### config.mk
export PLATFORM = sky130hd
export DESIGN_NAME = psa_scheduler
export DESIGN_NICKNAME = d
export VERILOG_FILES = /design/src/rtl/psa_pkg.sv /design/src/rtl/psa_rr_arbiter.sv /design/src/rtl/psa_scheduler.sv
export SDC_FILE = /design/constraint.sdc
export NUM_CORES = 1
export LEC_CHECK = 0
export ABC_CLOCK_PERIOD_IN_PS = 3100
export CAP_MARGIN = 20
export CELL_PAD_IN_SITES_DETAIL_PLACEMENT = 1
export CELL_PAD_IN_SITES_GLOBAL_PLACEMENT = 2
export CORE_MARGIN = 1
export CORE_UTILIZATION = 27
export CTS_BUF_LIST = sky130_fd_sc_hd__clkbuf_4 sky130_fd_sc_hd__clkbuf_8
export CTS_CLUSTER_SIZE = 24
export DETAILED_ROUTE_END_ITERATION = 6
export GPL_ROUTABILITY_DRIVEN = 0
export PLACE_DENSITY = 0.86
export RECOVER_POWER = 25
export SLEW_MARGIN = 5
export SYNTH_ARGS = -nofsm -noshare
export SYNTH_HDL_FRONTEND = slang
export SYNTH_HIERARCHICAL = 1
export SYNTH_SLANG_ARGS = --single-unit
### constraint.sdc
create_clock -name CLK100MHZ -period 3.1 [get_ports CLK100MHZ]
set_input_delay 0.62 -clock CLK100MHZ [delete_from_list [all_inputs] [get_ports CLK100MHZ]]
set_output_delay 0.62 -clock CLK100MHZ [all_outputs]
set_load 0.05 [all_outputs]
### src/rtl/psa_pkg.sv
// psa_pkg: shared state encoding and constants for the pattern-search scheduler
package psa_pkg;
  typedef enum logic [2:0] {IDLE, CHECK, LOAD, WAIT, RESP} psa_state_t;
  localparam int PSA_AW = 8;
  localparam logic [31:0] NO_MATCH = '1;
endpackage

### src/rtl/psa_rr_arbiter.sv
// psa_rr_arbiter: round-robin pick of the first request above ptr (wrapping)
// req: request vector; ptr: index of the last winner
// gnt: one-hot grant (all zero when no request); idx: encoded grant index
module psa_rr_arbiter #(
  parameter int NREQ = 4,
  parameter int IW = $clog2(NREQ)
) (
  input  logic [NREQ-1:0] req,
  input  logic [IW-1:0]   ptr,
  output logic [NREQ-1:0] gnt,
  output logic [IW-1:0]   idx
);
  function automatic logic [IW-1:0] wrap(input logic [IW-1:0] p, input int i);
    return IW'((int'(p) + i) % NREQ);
  endfunction
  // Walk from the farthest offset down so the nearest requester above ptr wins.
  always_comb begin
    gnt = '0;
    idx = '0;
    for (int i = NREQ; i >= 1; i--) begin
      if (req[wrap(ptr, i)]) begin
        gnt = '0;
        gnt[wrap(ptr, i)] = 1'b1;
        idx = wrap(ptr, i);
      end
    end
  end
endmodule

### src/rtl/psa_scheduler.sv
// psa_scheduler: shares one pattern-search engine between NREQ requesters, round-robin
// Clock/reset: CLK100MHZ, reset (async, active-low).
// Requester side: req_valid/req_ready (one-hot accept pulse), packed req_p/pl/b/bl.
// Response side: resp_valid/resp_ready, resp_id, resp_found, resp_hit, resp_err.
// Status: last_cycles (saturating WAIT duration of last completed job), busy.
// Engine side: eng_p/pl/b/bl, eng_start, eng_activate, eng_done, eng_found.
// Optional: define PSA_TIMEOUT_EN to abort WAIT after TIMEOUT_CYCLES cycles.
module psa_scheduler import psa_pkg::*; #(
  parameter int NREQ = 4,
  parameter int AW = PSA_AW,
  parameter int CW = 16,
  parameter int TIMEOUT_CYCLES = 1000
) (
  input  logic                     CLK100MHZ,
  input  logic                     reset,
  input  logic [NREQ-1:0]          req_valid,
  output logic [NREQ-1:0]          req_ready,
  input  logic [NREQ*AW-1:0]       req_p,
  input  logic [NREQ*AW-1:0]       req_pl,
  input  logic [NREQ*AW-1:0]       req_b,
  input  logic [NREQ*AW-1:0]       req_bl,
  output logic                     resp_valid,
  input  logic                     resp_ready,
  output logic [$clog2(NREQ)-1:0]  resp_id,
  output logic [AW-1:0]            resp_found,
  output logic                     resp_hit,
  output logic                     resp_err,
  output logic [CW-1:0]            last_cycles,
  output logic                     busy,
  output logic [AW-1:0]            eng_p,
  output logic [AW-1:0]            eng_pl,
  output logic [AW-1:0]            eng_b,
  output logic [AW-1:0]            eng_bl,
  output logic                     eng_start,
  output logic                     eng_activate,
  input  logic                     eng_done,
  input  logic [AW-1:0]            eng_found
);
  localparam int IW = $clog2(NREQ);
  localparam logic [AW-1:0] NM = AW'(NO_MATCH);
  localparam logic [CW-1:0] CMAX = '1;
  if (NREQ < 2 || NREQ > 8 || TIMEOUT_CYCLES < 1 || TIMEOUT_CYCLES > (2**CW) - 1) begin : g_bad_cfg
    $error("psa_scheduler: parameter out of range");
  end
  psa_state_t state, state_n;
  logic [IW-1:0] ptr, gid, g_idx;
  logic [NREQ-1:0] g_oh;
  logic [AW-1:0] job_p, job_pl, job_b, job_bl;
  logic [CW-1:0] cnt, cnt_inc;
  logic bad, done_ok, abort;
  psa_rr_arbiter #(.NREQ(NREQ), .IW(IW)) u_arb (
    .req(req_valid),
    .ptr(ptr),
    .gnt(g_oh),
    .idx(g_idx)
  );
  assign cnt_inc = (cnt == CMAX) ? cnt : cnt + 1'b1;
  assign bad = job_pl == '0 || job_bl == '0 || job_pl > job_bl;
  // cnt is still zero on the first WAIT cycle, where done may be left over from the previous job.
  assign done_ok = eng_done && cnt != '0;
  assign resp_id = gid;
`ifdef PSA_TIMEOUT_EN
  logic quiesce;
  assign abort = !done_ok && cnt_inc == CW'(TIMEOUT_CYCLES);
`else
  assign abort = 1'b0;
`endif
  always_ff @(posedge CLK100MHZ or negedge reset)
    if (!reset) state <= IDLE;
    else state <= state_n;
  always_comb begin
    state_n = state;
    unique case (state)
      IDLE:  state_n = |req_valid ? CHECK : IDLE;
      CHECK: state_n = bad ? RESP : LOAD;
      LOAD:  state_n = WAIT;
      WAIT:  state_n = (done_ok || abort) ? RESP : WAIT;
      RESP:  state_n = resp_ready ? IDLE : RESP;
      default: state_n = IDLE;
    endcase
    req_ready = state == IDLE ? g_oh : '0;
    resp_valid = state == RESP;
    busy = state != IDLE;
    eng_activate = state == WAIT;
`ifdef PSA_TIMEOUT_EN
    eng_start = state == LOAD || quiesce;
`else
    eng_start = state == LOAD;
`endif
  end
  always_ff @(posedge CLK100MHZ or negedge reset) begin
    if (!reset) begin
      ptr <= IW'(NREQ - 1);
      gid <= '0;
      {job_p, job_pl, job_b, job_bl} <= '0;
      {eng_p, eng_pl, eng_b, eng_bl} <= '0;
      cnt <= '0;
      resp_found <= NM;
      resp_hit <= 1'b0;
      resp_err <= 1'b0;
      last_cycles <= '0;
    end else begin
      if (state == IDLE && |req_valid) begin
        gid <= g_idx;
        job_p <= req_p[g_idx*AW +: AW];
        job_pl <= req_pl[g_idx*AW +: AW];
        job_b <= req_b[g_idx*AW +: AW];
        job_bl <= req_bl[g_idx*AW +: AW];
      end
      if (state == CHECK && bad) begin
        resp_found <= NM;
        resp_hit <= 1'b0;
        resp_err <= 1'b1;
      end
      if (state == CHECK && !bad) {eng_p, eng_pl, eng_b, eng_bl} <= {job_p, job_pl, job_b, job_bl};
      if (state == LOAD) cnt <= '0;
      if (state == WAIT) begin
        cnt <= cnt_inc;
        if (done_ok || abort) begin
          resp_found <= done_ok ? eng_found : NM;
          resp_hit <= done_ok && eng_found != NM;
          resp_err <= !done_ok;
          last_cycles <= cnt_inc;
        end
      end
      if (state == RESP && resp_ready) ptr <= gid;
    end
  end
`ifdef PSA_TIMEOUT_EN
  // One extra start pulse right after an abort restarts the engine into a clean state.
  always_ff @(posedge CLK100MHZ or negedge reset)
    if (!reset) quiesce <= 1'b0;
    else quiesce <= state == WAIT && abort;
`endif
endmodule

### Word level (Yosys, flattened, before mapping)

Index checks and enable logic that the tools add are counted.

* flip-flop bits (word level): 113
* input port bits: 144
* output and inout bits: 68
* logic and storage cells: 104

* add/subtract/negate cells: 5
* order comparisons: 9
* equality and inequality tests: 6
* shift-type cells: 4
* mux-type cells: 42
* reductions and logical operators: 22

Operator list (number)
* $shiftx A32 B6 Y8: 4
* $mux W16: 3
* $mux W8: 3
* $mux W4: 5
* $add A16 B1 Y16 const B: 1
* $eq A16 B16 Y1 const B: 1
* $logic_not A8 Y1: 2
* $reduce_bool A16 Y1: 1
* $mux W1: 15
* $pmux W3 S5: 1
* $lt A2 B3 Y1 const B: 4
* $logic_and A1 B1 Y1: 10
* $mux W3: 3
* $bmux W1 S2: 4
* $demux W1 S2: 4
* $ge A2 B1 Y1 const B: 4
* $gt A8 B8 Y1: 1
* $mux W2: 4
* $ne A8 B8 Y1 const B: 1
* $eq A3 B2 Y1 const B: 2
* $add A2 B1 Y2 const B: 2
* $add A2 B2 Y2 const B: 2
* $reduce_or A4 Y1: 1
* $eq A3 B1 Y1 const B: 1
* other kinds (7): 9

### Longest topological paths before layout

* depth in word-level cells: 10
* gate-level depth with buffers: 11
* mapped depth without buffers: 8

### Hierarchy

The synthesis kept the hierarchy.

By module, submodules not included
* psa_scheduler: instances 1, cells each 502, area each 5911.9 um2, seq. area each 2840.2 um2
* psa_rr_arbiter: instances 1, cells each 49, area each 412.9 um2, seq. area each 0.0 um2

### Least setup slack after synthesis

OpenSTA, ideal clock, no wires.

* path type: register -> register
* start: register ptr[0]
* end: register job_b[4]
* setup time: 125 ps
* data arrival time: 3129 ps
* required time: 2975 ps
* path slack: -154 ps
* cell stages (with the launch flop): 11
* buffers on the path: 3
* clock period less this slack: 3254 ps
* cell sequence: dfstp_2 buf_6 inv_1 ha_1 mux2i_1 nand3_1 o2111ai_1 clkbuf_1 buf_2 mux4_2 mux2_2

* cells in the longest elaborated chain, start to end: 8
* elaborated cells on any way between the ends: 17
* classes of those cells: 4 x add/sub; 1 x shift; 12 x mux

RTL lines
* start, declared: RTL line psa_scheduler.sv:46 `logic [IW-1:0] ptr, gid, g_idx;`
* start signal, assigned: RTL line psa_scheduler.sv:93 `ptr <= IW'(NREQ - 1);`
* start signal, assigned: RTL line psa_scheduler.sv:126 `if (state == RESP && resp_ready) ptr <= gid;`
* $add A2 B1 Y2: RTL line psa_rr_arbiter.sv:14 `return IW'((int'(p) + i) % NREQ);`
* $bmux W1 S2: RTL line psa_rr_arbiter.sv:21 `if (req[wrap(ptr, i)]) begin`
* $mux W1 (implied by the code): RTL line psa_rr_arbiter.sv:21
* $mux W2 (3 in a row): RTL line psa_rr_arbiter.sv:21
* $mux W2 *: RTL line psa_rr_arbiter.sv:21
* net g_idx[0]: RTL line psa_scheduler.sv:46
* $shiftx A32 B6 Y8 *: RTL line psa_scheduler.sv:107 `job_b <= req_b[g_idx*AW +: AW];`
* end signal, assigned: RTL line psa_scheduler.sv:107
* end, declared: RTL line psa_scheduler.sv:48 `logic [AW-1:0] job_p, job_pl, job_b, job_bl;`

Mark *: on every way through the listed nets, which the timed path passes. The rest lies on a longest branch. The select of a mux whose other input is x is not followed.
A chain may end at the register's enable or synchronous reset.

### Final worst setup path

* start: register ptr[1]
* end: output port req_ready[1]

* cells in the longest elaborated chain, start to end: 10
* elaborated cells on any way between the ends: 37
* classes of those cells: 4 x add/sub; 8 x order compare; 21 x mux; 4 x reduce/logical

RTL lines
* $add A2 B1 Y2: RTL line psa_rr_arbiter.sv:14
* $lt A2 B3 Y1 (implied by the code) or $ge A2 B1 Y1 (tied branches): RTL line psa_rr_arbiter.sv:23 `gnt[wrap(ptr, i)] = 1'b1;`
* $logic_and A1 B1 Y1 (implied by the code): RTL line psa_rr_arbiter.sv:23
* $mux W1 (implied by the code): RTL line psa_rr_arbiter.sv:23
* $demux W1 S2
* $mux W4 (3 in a row): RTL line psa_rr_arbiter.sv:21
* $mux W4 *: RTL line psa_rr_arbiter.sv:21
* net g_oh[1]: RTL line psa_scheduler.sv:47 `logic [NREQ-1:0] g_oh;`
* $mux W4 *: RTL line psa_scheduler.sv:81 `req_ready = state == IDLE ? g_oh : '0;`
* end, declared: RTL line psa_scheduler.sv:17 `output logic [NREQ-1:0] req_ready,`

Marks and branches as above.

==> flow_metrics.py <==
metrics = {
    "logic_synthesis": {
        "ys_async_sr_fraction": 1.000,
        "synth_top_cells_by_count": "dfrtp_1 (103), mux2_2 (59), nand2_1 (47)",
        "synth_edf_count": 0,
        "synth.largest_area_cell": "dfrtp_1",
        "synth_top_area_share": 0.4075,
        "ys_seq_area_frac": 0.4491,
        "synth_ff_type": "dfrtp_1",
        "ys_warn_count": 6,
        "ys_types": 55,
        "synthTopCellsByArea": "dfrtp_1 (41%), mux4_2 (12%), mux2_2 (11%)",
        "synth_fp_nets": 711,
        "synthesis.area_mm2": 0.006325,
        "syn_area_per_cell_um2": 11.48,
        "synth.most_common_cell": "dfrtp_1",
        "ys_ff_latch": 113,
        "synth_cells": 551,
    },
    "routing": {
        "drt_iter0_drc": 166,
        "wl_mm": 19.92,
        "detail_route.wl_per_cell_um": 17.96,
        "drtAntennaViolNets": 0,
        "viasPerCell": 4.851,
        "drc": 0,
        "drt_first_pass_iters": 4,
        "vias": 5380,
    },
    "floorplanning": {
        "core_mm2": 0.02278,
        "start_util": 0.2777,
        "dieArea_mm2": 0.02404,
        "io_pins": 212,
        "rows": 55,
        "die_h_um": 155.1,
        "die_x_um": 155.1,
    },
    "critical_path": {
        "rr_worst_depth": 11,
        "max_stage_delay_ns": 0.56,
        "path_buf_inv": 2,
        "worstPathCellList": "clkinvlp_4, ha_4, mux4_2, nor2b_4, a221oi_2, a21oi_1, and2_4, buf_12",
        "critPathLaunchType": "flip-flop",
        "crit_family": "flip-flops",
        "crit_fanout": 5,
        "cp.required_ns": 2.48,
        "crit_type": "flip-flop to output pin",
        "cp-end-kind": "output pin",
        "crit_cells": 8,
        "cp_slowest_cell": "dfstp_2",
        "arrival_ns": 2.55,
    },
    "grt": {
        "grt_pass1_vias": 5800,
        "track_usage": 0.1740,
        "antenna_found_initial": 1,
        "grt_max_degree": 55,
        "grt.overflow.total": 0,
        "grt_pass1_wl_mm": 32.04,
    },
    "finish": {
        "area_growth_syn_to_layout_pct": 50.86,
        "post-route-util": 0.4189,
        "drive_gt1_frac": 0.2465,
        "nNetsFinal": 942,
        "largestRegisters": "cnt x16, last_cycles x16",
        "fill_cells": 2489,
    },
    "sta": {
        "hold_viol": 0,
        "fin_worst_skew_ns": 0.01547,
        "rsz0062_at_grt": "true",
        "fin_ws_ns": -0.06802,
        "max_clock_freq_mhz": 315.7,
        "slew_headroom": 0.06035,
        "worstMarginPinSlew_ns": 1.409,
        "period_share": 1.022,
        "whs_ns": 0.4792,
        "setup_viol": 4,
        "min_period_ns": 3.168,
        "final_max_slew_viol_count": 0,
    },
    "clock_tree": {
        "path_clk_slew_ns": 0.08,
        "cts_buffers": 17,
        "cts_sinks": 113,
        "cts.hold.buffers_added": 0,
        "cts_root_buf": "clkbuf_8",
        "clk_path_buf_depth": 2,
        "clkLatencyLatePin_ns": 0.45,
        "htree_levels": 4,
        "cts_tree": "yes",
    },
    "outcome": {
        "status": "finished with violations",
        "violations": "setup timing",
    },
    "flow_run": {
        "drv_cap": 0,
    },
    "placement": {
        "hpwl_mm": 15.22,
        "io_buffers": 211,
        "place_ws_ns": -0.09368,
    },
    "power_and_ir_drop": {
        "p_leak_nw": 3.778,
        "powerDensity_mw_per_mm2": 1097,
        "irDropWorstVdd_mv": 0.4716,
    },
    "min_path": {
        "hp-class": "flip-flop to flip-flop",
        "worstHoldPathCells": 2,
    },
}
==> cell usage in the layout (no fill, tap or decap), drive strengths merged, types with 4 or more instances in the layout <==
cell / count
buf: 38
o211ai: 5
a221oi: 4
a22o: 4
o21a: 4
nor4: 12
clkbuf: 22
mux4: 35
nand2: 47
clkdlybuf4s50: 205
dfstp: 10
and3: 6
nor3: 6
dfrtp: 103
nand4: 7
nand3: 19
clkinvlp: 4
inv: 20
a21oi: 31
mux2: 65
ha: 16
nor2: 40
o21ai: 29
nand2b: 4
a31oi: 6
mux2i: 5
and2: 5
nor2b: 7
==> report_power, final <==
group | internal, W | switching (W)
Clock | 0.000851 | 0.000697
Combinational | 0.00300 | 0.00337
Sequential | 0.00212 | 0.000426
Total | 0.00597 | 0.00450
==> repair_timing <==
item                       4_1_cts  5_1_grt
gates resized for setup          8        3
buffers inserted                 4        3
pin swaps                        2        5
hold endpoints to repair         0        0
setup endpoints to repair        4        4
==> path summary, 6_finish.rpt <==
| kind | start | end | slack, ns |
|---|---|---|---|
| worst max-delay path | ptr[1]$_DFFE_PN1P_ | req_ready[1] | -0.07 |
| worst min-delay path | last_cycles[3]$_DFFE_PN0P_ | last_cycles[3]$_DFFE_PN0P_ | 0.48 |
| worst max register to register | ptr[1]$_DFFE_PN1P_ | job_p[3]$_DFFE_PN0P_ | 0.13 |
| worst min register to register | last_cycles[3]$_DFFE_PN0P_ | last_cycles[3]$_DFFE_PN0P_ | 0.48 |
| max in group asynchronous | reset | state[1]$_DFF_PN0_ | 1.21 |
| min in group asynchronous | reset | last_cycles[6]$_DFFE_PN0P_ | 0.50 |
==> layer usage <==
metal / track usage / up-vias / part of all wire
met1: 0.1959 / 2692 / 0.39
met4: 0.05092 / 0 / 0.017
met3: 0.06462 / 19 / 0.076
met2: 0.3057 / 169 / 0.51
li1: - / 2500 / -
met5: 0 / - / 0
==> worst reg2reg max path: stages, from the launching register on <==
cell and delay [ns]:
dfstp_2 0.56, clkinvlp_4 0.11, ha_4 0.30, buf_4 0.10, buf_4 0.10, mux2i_2 0.23
buf_4 0.15, nand3_1 0.11, o2111ai_4 0.18, buf_12 0.22, mux4_2 0.53, mux2_2 0.28
==> through the flow <==
| stage | std cells | setup TNS (ns) | total power (W) | area [um2] |
|---|---|---|---|---|
| 3_5_place_dp | 1068 | -0.4672 | 0.008792 | 8989 |
| 5_1_grt | 1109 | -0.6906 | 0.01114 | 9542 |
| 4_1_cts | 1104 | -0.2739 | 0.01051 | 9492 |
| 6_report | 1109 | -0.2247 | 0.01047 | 9542 |
| 3_3_place_gp | 1068 | -0.08396 | 0.008637 | 8989 |
| 2_1_floorplan | 551 | 0 | 0.006692 | 6337 |
==> layout make-up <==
type | count | area [um2] | area share
timing repair buffer | 246 | 2500 | 0.2620
clock inverter | 13 | 173.9 | 0.01823
clock buffer | 19 | 261.5 | 0.02741
tap | 313 | 391.6 | 0.04104
inverter | 17 | 67.56 | 0.007081
sequential | 113 | 2840 | 0.2977
antenna | 1 | 2.502 | 0.0002623
multi-input combinational | 387 | 3304 | 0.3463
==> kinds of logic after synthesis <==
| logic type | synth area share |
|---|---|
| muxes | 0.2483 |
| and+or+nand+nor | 0.1294 |
| buffers and inverters | 0.03936 |
| adders and majority gates | 0.03165 |
| AOI/OAI and AO/OA | 0.09535 |
| xor gates and xnor gates | 0.006925 |
| DFF | 0.4491 |
(Power assumes the default switching activity.)
